`src/rtl/cpu_pkg.sv`:
```
// Shared definitions for the EX-stage iterative multiplier: RV32M multiply op
// encoding, default datapath geometry and the multiplier FSM state encoding.
package cpu_pkg;

  // Default datapath geometry
  localparam int DATA_W_DEF  = 32;
  localparam int CHUNK_W_DEF = 8;

  // RV32M multiply op encoding as decoded into the ID/EX register
  typedef logic [1:0] mul_op_t;
  localparam mul_op_t OP_MUL    = 2'b00;
  localparam mul_op_t OP_MULH   = 2'b01;
  localparam mul_op_t OP_MULHSU = 2'b10;
  localparam mul_op_t OP_MULHU  = 2'b11;

  // Multiplier FSM state encoding
  localparam logic [1:0] ST_IDLE = 2'd0;
  localparam logic [1:0] ST_BUSY = 2'd1;
  localparam logic [1:0] ST_DONE = 2'd2;

  // Operand a is signed for MULH and MULHSU
  function automatic logic op_a_signed(input mul_op_t op);
    return (op == OP_MULH) || (op == OP_MULHSU);
  endfunction

  // Operand b is signed only for MULH
  function automatic logic op_b_signed(input mul_op_t op);
    return (op == OP_MULH);
  endfunction

endpackage

```
`src/rtl/mult_chunk_pp.sv`:
```
// Partial-product generator: |a| times one CHUNK_W-bit slice of |b|, shifted
// into its position within the 2*DATA_W-bit product. Purely combinational.
module mult_chunk_pp
  import cpu_pkg::*;
#(
  parameter int DATA_W  = DATA_W_DEF,
  parameter int CHUNK_W = CHUNK_W_DEF,
  parameter int CNT_W   = 2
) (
  input  logic [DATA_W-1:0]   a_mag,
  input  logic [CHUNK_W-1:0]  chunk,
  input  logic [CNT_W-1:0]    cnt,
  output logic [2*DATA_W-1:0] pp
);

  logic [2*DATA_W-1:0] a_ext_s;
  logic [2*DATA_W-1:0] c_ext_s;
  logic [2*DATA_W-1:0] prod_s;
  logic [31:0]         sh_s;

  // Zero-extend both factors so the product cannot wrap, then place it at chunk cnt
  always_comb begin
    a_ext_s = {{DATA_W{1'b0}}, a_mag};
    c_ext_s = {{(2*DATA_W-CHUNK_W){1'b0}}, chunk};
    prod_s  = a_ext_s * c_ext_s;
    sh_s    = 32'(cnt) * 32'(CHUNK_W);
    pp      = prod_s << sh_s;
  end

endmodule

```
`src/rtl/ex_iterative_multiplier.sv`:
```
// EX-stage multi-cycle multiplier for RV32M MUL/MULH/MULHSU/MULHU.
// Works on operand magnitudes, consuming CHUNK_W bits of |b| per cycle, and
// applies the result sign once at the end. stall is combinational so the
// pipeline freezes in the accept cycle itself.
// Optional build macro: MULT_EARLY_OUT_EN -- finish as soon as the remaining
// upper chunks of |b| are all zero (variable latency).
module ex_iterative_multiplier
  import cpu_pkg::*;
#(
  parameter int DATA_W  = DATA_W_DEF,
  parameter int CHUNK_W = CHUNK_W_DEF
) (
  input  logic              clk,
  input  logic              rst,
  input  logic              start,
  input  logic [1:0]        op,
  input  logic [DATA_W-1:0] operand_a,
  input  logic [DATA_W-1:0] operand_b,
  input  logic              flush,
  output logic              stall,
  output logic              result_valid,
  output logic [DATA_W-1:0] result
);

  localparam int N     = DATA_W / CHUNK_W;
  localparam int CNT_W = (N > 1) ? $clog2(N) : 1;
  localparam logic [DATA_W-1:0] ONE_W = {{(DATA_W-1){1'b0}}, 1'b1};

  logic [1:0]          state_q, state_d;
  logic [DATA_W-1:0]   a_q, a_d;
  logic [DATA_W-1:0]   b_q, b_d;
  logic                sign_q, sign_d;
  logic [1:0]          op_q, op_d;
  logic [2*DATA_W-1:0] acc_q, acc_d;
  logic [CNT_W-1:0]    cnt_q, cnt_d;
  logic [DATA_W-1:0]   result_q, result_d;
  logic                valid_q, valid_d;

  logic                stall_s;
  logic                a_neg_s, b_neg_s;
  logic [DATA_W-1:0]   a_mag_s, b_mag_s;
  logic [CHUNK_W-1:0]  chunk_s;
  logic [2*DATA_W-1:0] pp_s;
  logic [2*DATA_W-1:0] final_s;
`ifdef MULT_EARLY_OUT_EN
  logic [31:0]         sh_next_s;
  logic                rem_zero_s;
`endif

  // Magnitudes of the incoming operands; -2^(DATA_W-1) maps to 2^(DATA_W-1) unsigned
  always_comb begin
    a_neg_s = op_a_signed(op) & operand_a[DATA_W-1];
    b_neg_s = op_b_signed(op) & operand_b[DATA_W-1];
    if (a_neg_s) begin
      a_mag_s = ~operand_a + ONE_W;
    end else begin
      a_mag_s = operand_a;
    end
    if (b_neg_s) begin
      b_mag_s = ~operand_b + ONE_W;
    end else begin
      b_mag_s = operand_b;
    end
  end

  // Select the chunk of |b| addressed by the iteration counter
  always_comb begin
    chunk_s = {CHUNK_W{1'b0}};
    for (int i = 0; i < N; i++) begin
      if (cnt_q == CNT_W'(i)) begin
        chunk_s = b_q[i*CHUNK_W +: CHUNK_W];
      end else begin
        chunk_s = chunk_s;
      end
    end
  end

`ifdef MULT_EARLY_OUT_EN
  // True when every chunk above the one just consumed is zero
  always_comb begin
    sh_next_s  = (32'(cnt_q) + 32'd1) * 32'(CHUNK_W);
    rem_zero_s = ((b_q >> sh_next_s) == {DATA_W{1'b0}});
  end
`endif

  mult_chunk_pp #(
    .DATA_W  (DATA_W),
    .CHUNK_W (CHUNK_W),
    .CNT_W   (CNT_W)
  ) u_pp (
    .a_mag (a_q),
    .chunk (chunk_s),
    .cnt   (cnt_q),
    .pp    (pp_s)
  );

  // FSM next state, accumulation and result formation
  always_comb begin
    state_d  = state_q;
    a_d      = a_q;
    b_d      = b_q;
    sign_d   = sign_q;
    op_d     = op_q;
    acc_d    = acc_q;
    cnt_d    = cnt_q;
    result_d = result_q;
    valid_d  = 1'b0;
    stall_s  = 1'b0;
    final_s  = {(2*DATA_W){1'b0}};

    if (flush) begin
      state_d = ST_IDLE;
    end else begin
      case (state_q)
        ST_IDLE: begin
          if (start) begin
            stall_s = 1'b1;
            a_d     = a_mag_s;
            b_d     = b_mag_s;
            sign_d  = a_neg_s ^ b_neg_s;
            op_d    = op;
            acc_d   = {(2*DATA_W){1'b0}};
            cnt_d   = {CNT_W{1'b0}};
            state_d = ST_BUSY;
`ifdef MULT_EARLY_OUT_EN
            if (b_mag_s == {DATA_W{1'b0}}) begin
              state_d = ST_DONE;
            end else begin
              state_d = ST_BUSY;
            end
`endif
          end else begin
            state_d = ST_IDLE;
          end
        end
        ST_BUSY: begin
          stall_s = 1'b1;
          acc_d   = acc_q + pp_s;
          cnt_d   = cnt_q + {{(CNT_W-1){1'b0}}, 1'b1};
          if (cnt_q == CNT_W'(N-1)) begin
            state_d = ST_DONE;
`ifdef MULT_EARLY_OUT_EN
          end else if (rem_zero_s) begin
            state_d = ST_DONE;
`endif
          end else begin
            state_d = ST_BUSY;
          end
        end
        ST_DONE: begin
          // Same instruction still sits in EX here, so start is ignored
          state_d = ST_IDLE;
        end
        default: begin
          state_d = ST_IDLE;
        end
      endcase
    end

    // Result is captured on entry to DONE so it is registered in that cycle
    if (state_d == ST_DONE) begin
      valid_d = 1'b1;
      if (sign_d) begin
        final_s = {(2*DATA_W){1'b0}} - acc_d;
      end else begin
        final_s = acc_d;
      end
      if (op_d == OP_MUL) begin
        result_d = final_s[DATA_W-1:0];
      end else begin
        result_d = final_s[2*DATA_W-1:DATA_W];
      end
    end else begin
      valid_d = 1'b0;
    end
  end

  // State and datapath registers with synchronous reset
  always_ff @(posedge clk) begin
    if (rst) begin
      state_q  <= ST_IDLE;
      a_q      <= {DATA_W{1'b0}};
      b_q      <= {DATA_W{1'b0}};
      sign_q   <= 1'b0;
      op_q     <= OP_MUL;
      acc_q    <= {(2*DATA_W){1'b0}};
      cnt_q    <= {CNT_W{1'b0}};
      result_q <= {DATA_W{1'b0}};
      valid_q  <= 1'b0;
    end else begin
      state_q  <= state_d;
      a_q      <= a_d;
      b_q      <= b_d;
      sign_q   <= sign_d;
      op_q     <= op_d;
      acc_q    <= acc_d;
      cnt_q    <= cnt_d;
      result_q <= result_d;
      valid_q  <= valid_d;
    end
  end

  // A flush arriving in DONE kills the instruction, so its valid pulse is dropped
  assign stall        = stall_s;
  assign result_valid = valid_q & ~flush;
  assign result       = result_q;

endmodule

```
`config.mk`:
```
export PLATFORM = sky130hd
export DESIGN_NAME = ex_iterative_multiplier
export DESIGN_NICKNAME = d
export VERILOG_FILES = /design/src/rtl/cpu_pkg.sv /design/src/rtl/mult_chunk_pp.sv /design/src/rtl/ex_iterative_multiplier.sv
export SDC_FILE = /design/constraint.sdc
export NUM_CORES = 1
export LEC_CHECK = 0
export CORE_MARGIN = 2
export CORE_UTILIZATION = 51
export DETAILED_ROUTE_END_ITERATION = 16
export MAX_ROUTING_LAYER = met4
export PLACE_DENSITY = 0.75
export SKIP_CTS_REPAIR_TIMING = 1
export SLEW_MARGIN = 20
export SYNTH_ARGS = -nofsm -noshare
export SYNTH_HDL_FRONTEND = slang
export SYNTH_SLANG_ARGS = --single-unit
export TNS_END_PERCENT = 30
```
`constraint.sdc`:
```
create_clock -name clk -period 10.2 [get_ports clk]
set_input_delay 1.02 -clock clk [delete_from_list [all_inputs] [get_ports clk]]
set_output_delay 1.02 -clock clk [all_outputs]
set_load 0.02 [all_outputs]
```
==> metrics.txt, run 1 <==
Synth Area in Compound Gates 0.219; Max transition margin 0.248; Int Pwr 1580 uW; sequential area share after synthesis 0.147; WP data arrival 10.90 ns; Yosys warning count 0; final hold violations 0; root buffer cell clkbuf_16; vias 26032; DRT iter0 DRCs 2977; switching share of power 0.399; Final Critical Period 10.54 ns; clk slew on worst S/H paths 0.08 ns; vias in the first global route 24036; Pins Over Slew Limit 0; Detailed Routing Iterations Pass 1 6; Post-synth ARST share 0; Filler cells 3396; commonest cells after routing, fill and taps aside 602 x buf_4, 299 x nor2_1, 240 x nand2_1; Avg Cell Area, Syn 7.68 sq um; TritonCTS Buffers 17; CORE AREA 44200 sq um; Mapped Cells 2976; Adder-Cell Fraction of Synth Area 0.235; worst skew pair latency 0.50 ns; final global-route overflow total 0; worst-margin pin slew 1.13 ns; Worst Skew 0.0218 ns; total power 2630 uW; P&R area growth vs syn 38.5%; Cell Pwr Density 83.0 nW/um^2; HPWL Detailed 71400 um; area share of xor/xnor cells in the synthesized design 0.0594; most frequent CP cell buf_4; post-synthesis cell area 22900 sq um; die area 46500 sq um; Fin Hold WS 0.455 ns; crit-path max cell delay 0.55 ns; failing checks setup timing; delay-heaviest family, CP compound AO/OA/AOI/OAI gates; crit end category flop; Distinct cells, synth 102; RePlAce Congestion 1.05; register area 3370 sq um; gr usage total 0.391; per-cell routed wire length 23.0 um; worst hold path type reg2reg; Logic pwr share 0.473; setup tns final -3.90 ns; standard-cell row count 77; flop2flop setup slack -0.34 ns; net load switching power 1050 uW; ANT nets after route 0; number of max-cap violations 0; Slowest cell on crit path fa_1; clock power share 0.257; height of the die 216 um; mux cell area share after synthesis 0.0170; status complete, but fails checks; worst path required time 10.55 ns; critical setup path kind reg2reg; footprint of the multi-input gates 19800 sq um; final WL 96500 um; leakage 0.0139 uW; layout cells sized above 1 0.285; largest net degree at the start of global routing 103; placed insts 4093; net count after synthesis 3366; Starting Density 0.517; DRC viols 0; clock sinks 168; startpoint types flop; Synth Flop Type dfxtp_1; via-per-instance ratio 6.20; RSZ-0062 raised after global routing yes; H-tree depth 4; Crit Path Max Fanout 8; register bit total from synthesis 168; Buf/Inv on CP 12; final setup fails 26; Top Ports 104; fin nets 3981; antenna violations before repair 2; first-pass GRT wire length 137000 um; Final WS setup -0.342 ns; Synth Area in Simple Gates 0.259; largest family of logic cells by synthesized area simple AND/OR/NAND/NOR gates; width of the die 216 um; Seq pwr share 0.271; TritonCTS clock tree built; commonest non-fill, non-tap cell in the layout buf_4; Post-synth EDFFs 0; Bufs on Longest Clock Path 2; Tcrit/Tclk final 1.03; PortBufs 103; Fmax 94.9 MHz; Final Non-Filler Cells 4196; maximum VDD drop 0.131 mV
## metal layers
layer | part of all wire | vias to the layer above | GRT usage
li1 | - | 11634 | -
met1 | 0.42 | 12697 | 0.541
met2 | 0.44 | 1406 | 0.574
met3 | 0.097 | 295 | 0.0740
met4 | 0.044 | 0 | 0.130
met5 | 0 | - | -
## cell families after synthesis
| kind of cell | Yosys count |
|---|---|
| AO/OA/AOI/OAI | 762 |
| XOR/XNOR | 155 |
| adder cells (fa/ha/maj) | 320 |
| multiplexers | 38 |
| AND/OR/NAND/NOR | 1157 |
| buffers and inverters | 376 |
| flip-flops | 168 |
## worst reg2reg max path: cells and delay by family (launching register included)
kind / cells / cell delay [ns]
flip-flops: 1 / 0.35
XOR/XNOR: 2 / 0.24
adder cells (fa/ha/maj): 7 / 2.79
buffers and inverters: 12 / 1.58
AND/OR/NAND/NOR: 11 / 1.68
multiplexers: 1 / 0.29
AO/OA/AOI/OAI: 17 / 3.45
## synthesized netlist by cell type, drive strengths merged, types with 7 or more instances
| cell | count | area share |
|---|---|---|
| a311oi | 9 | 0.0034 |
| o31a | 7 | 0.0027 |
| o21bai | 17 | 0.0056 |
| nor3b | 9 | 0.0032 |
| o211ai | 15 | 0.0049 |
| and4 | 14 | 0.0054 |
| a22oi | 27 | 0.0089 |
| or4 | 14 | 0.0048 |
| xor2 | 72 | 0.028 |
| dfxtp | 168 | 0.15 |
| and3 | 23 | 0.0065 |
| a211oi | 74 | 0.025 |
| fa | 181 | 0.16 |
| nand3 | 47 | 0.011 |
| or2 | 11 | 0.0030 |
| nor3 | 58 | 0.014 |
| a21oi | 232 | 0.052 |
| a21o | 50 | 0.016 |
| ha | 139 | 0.076 |
| xnor2 | 83 | 0.032 |
| o41ai | 10 | 0.0045 |
| clkbuf | 108 | 0.018 |
| o221ai | 10 | 0.0038 |
| o21ai | 146 | 0.032 |
| a2111oi | 13 | 0.0054 |
| a221oi | 9 | 0.0034 |
| and2 | 53 | 0.015 |
| nand4 | 51 | 0.015 |
| nand2 | 253 | 0.042 |
| nand2b | 44 | 0.012 |
| nor2b | 186 | 0.051 |
| a211o | 10 | 0.0038 |
| o2111ai | 7 | 0.0027 |
| a31oi | 26 | 0.0071 |
| inv | 217 | 0.036 |
| nor4 | 20 | 0.0068 |
| o21a | 21 | 0.0069 |
| o22ai | 11 | 0.0030 |
| o31ai | 16 | 0.0055 |
| mux2i | 32 | 0.014 |
| or3 | 45 | 0.013 |
| nor2 | 314 | 0.052 |
| buf | 51 | 0.011 |
## path summary, 6_finish.rpt
| kind | startpoint | to | cells past startpoint |
|---|---|---|---|
| setup / recovery | cnt_q[1] | result[17] | 50 |
| hold / removal | b_q[16] | b_q[16] | 2 |
| setup reg to reg | cnt_q[1] | result[17] | 50 |
| hold reg to reg | b_q[16] | b_q[16] | 2 |
## layout make-up
| class | instances | share of cell area |
|---|---|---|
| Inverter | 217 | 0.0259 |
| Sequential cell | 168 | 0.106 |
| Clock buffer | 19 | 0.0137 |
| Antenna cell | 2 | 0.000158 |
| Clock inverter | 11 | 0.00364 |
| Multi-Input combinational cell | 2432 | 0.624 |
| Tap cell | 592 | 0.0234 |
| Timing Repair Buffer | 755 | 0.203 |
## registers in the layout, indices dropped and copies added (netlist names)
register,flops
state_q,2
valid_q,1
b_q,32
result,32
a_q,32
cnt_q,2
acc_q,64
sign_q,1
op_q,2
## per-stage QoR
step,area (sq um),utilization,setup slack (ns)
5_1_grt,31700,0.716,-0.588
6_report,31700,0.716,-0.342
3_3_place_gp,28600,0.646,-0.741
2_1_floorplan,23000,-,0.0215
3_5_place_dp,28600,0.646,-0.790
4_1_cts,29100,0.659,-0.914
## power by group through the flow
stage	registers [uW]	logic [uW]	clock network (uW)
2_1_floorplan	707	558	0
3_3_place_gp	721	1010	0
3_5_place_dp	722	1030	0
4_1_cts	707	1040	678
5_1_grt	713	1310	699
6_report	712	1240	674
Power figures use the tool's default switching activity.
==> run 2, diff against run 1 <==
- CORE_MARGIN: 2 -> 4
- DONT_BUFFER_PORTS: unset -> 1
- PLACE_DENSITY: 0.75 -> 0.72
- REMOVE_ABC_BUFFERS: unset -> 1
==> metrics.txt, run 2 (synthesized netlist as in run 1, its figures left out) <==
Worst Skew 0.0190 ns; Detailed Routing Iterations Pass 1 5; largest net degree at the start of global routing 169; RR Startpoint cnt_q[1]; switching share of power 0.387; Cell Pwr Density 83.7 nW/um^2; HPWL Detailed 64700 um; HP Start b_q[16]; commonest cells after routing, fill and taps aside 500 x buf_4, 298 x nor2_1, 239 x nand2_1; clk slew on worst S/H paths 0.08 ns; met2 WL 39600 um; commonest non-fill, non-tap cell in the layout buf_4; leakage 0.0129 uW; crit-path max cell delay 0.55 ns; DRC viols 0; final setup fails 0; CORE AREA 44200 sq um; Final Non-Filler Cells 3981; WP data arrival 10.55 ns; max reg flops 64; worst skew pair latency 0.51 ns; RSZ-0062 raised after global routing yes; Starting Density 0.517; worst-margin pin slew 0.846 ns; Tcrit/Tclk final 0.995; Filler cells 3669; critical setup path kind reg2reg; PortBufs 0; Reg with most FFs acc_q; Hold Path Depth 2; startpoint types flop; vias in the first global route 22818; Crit Path Max Fanout 8; TritonCTS clock tree built; worst hold path type reg2reg; Buf/Inv on CP 11; Levels on crit path 50; Util after Layout 0.670; Bufs on Longest Clock Path 2; clock power share 0.284; CP Launch Point cnt_q[1]; final hold violations 0; standard-cell row count 77; Logic pwr share 0.429; die area 48300 sq um; placed insts 3879; number of max-cap violations 0; RePlAce Congestion 1.01; register area 3370 sq um; Fmax 98.5 MHz; Final Critical Period 10.15 ns; cells on worst reg2reg path 50; width of the die 220 um; H-tree depth 4; root buffer cell clkbuf_16; vias 24074; maximum VDD drop 0.122 mV; P&R area growth vs syn 29.5%; height of the die 220 um; via-per-instance ratio 6.05; Seq pwr share 0.287; per-cell routed wire length 21.2 um; layout cells sized above 1 0.264; net load switching power 958 uW; ANT nets after route 0; Int Pwr 1520 uW; delay-heaviest family, CP adder cells; setup tns final 0 ns; worst path required time 10.61 ns; footprint of the multi-input gates 19700 sq um; Pins Over Slew Limit 0; final WL 84300 um; Top Ports 104; Max transition margin 0.434; first-pass GRT wire length 126000 um; status finished clean; final global-route overflow total 0; clock sinks 168; met1 wire length 35300 um; fin nets 3765; met3 routed WL 7000 um; DRT iter0 DRCs 2585; antenna violations before repair 0; crit end category flop; gr usage total 0.341; top routing layer in use met4; Slowest cell on crit path fa_1; TritonCTS Buffers 17
[run 2: final cells by class]
class                      instances  share of cell area
antenna                            1           0.0000845
clock buffer                      18              0.0148
sequential                       168               0.114
inverter                         217              0.0277
clock inverter                    14             0.00558
tap                              592              0.0250
multi-input combinational       2432               0.665
timing repair buffer             539               0.148
[run 2: routing by layer]
layer  vias to the layer above  global-route usage
li1                      11169                   -
met2                       961               0.528
met1                     11808               0.457
met3                       136              0.0633
met5                         -                   -
met4                         0               0.105
[run 2: power by group through the flow]
stage | logic, uW | clock network (uW) | registers, uW
after floorplan | 531 | 0 | 708
after global placement | 897 | 0 | 723
after detailed placement | 913 | 0 | 724
after CTS | 921 | 715 | 708
after global routing | 1140 | 741 | 713
final | 1060 | 704 | 710
[run 2: path summary, 6_finish.rpt]
path / to / slack (ns)
min: b_q[16] / 0.46
max reg2reg: result[28] / 0.05
min reg2reg: b_q[16] / 0.46
max: result[28] / 0.05
[run 2: tightest hold or removal path: stages, from the launching register on]
cell	delay (ns)
dfxtp_1	0.31
nand2_1	0.05
a21oi_1	0.05
[run 2: through the flow]
step / setup slack (ns) / total power (uW) / area (sq um) / hold WS (ns)
global placement: -0.396 / 1620 / 26700 / 0.443
CTS: -0.573 / 2340 / 27300 / 0.455
floorplan: -2.08 / 1240 / 22200 / 0.426
global route: -0.329 / 2590 / 29600 / 0.476
detailed placement: -0.517 / 1640 / 26700 / 0.444
finish: 0.0525 / 2480 / 29600 / 0.457
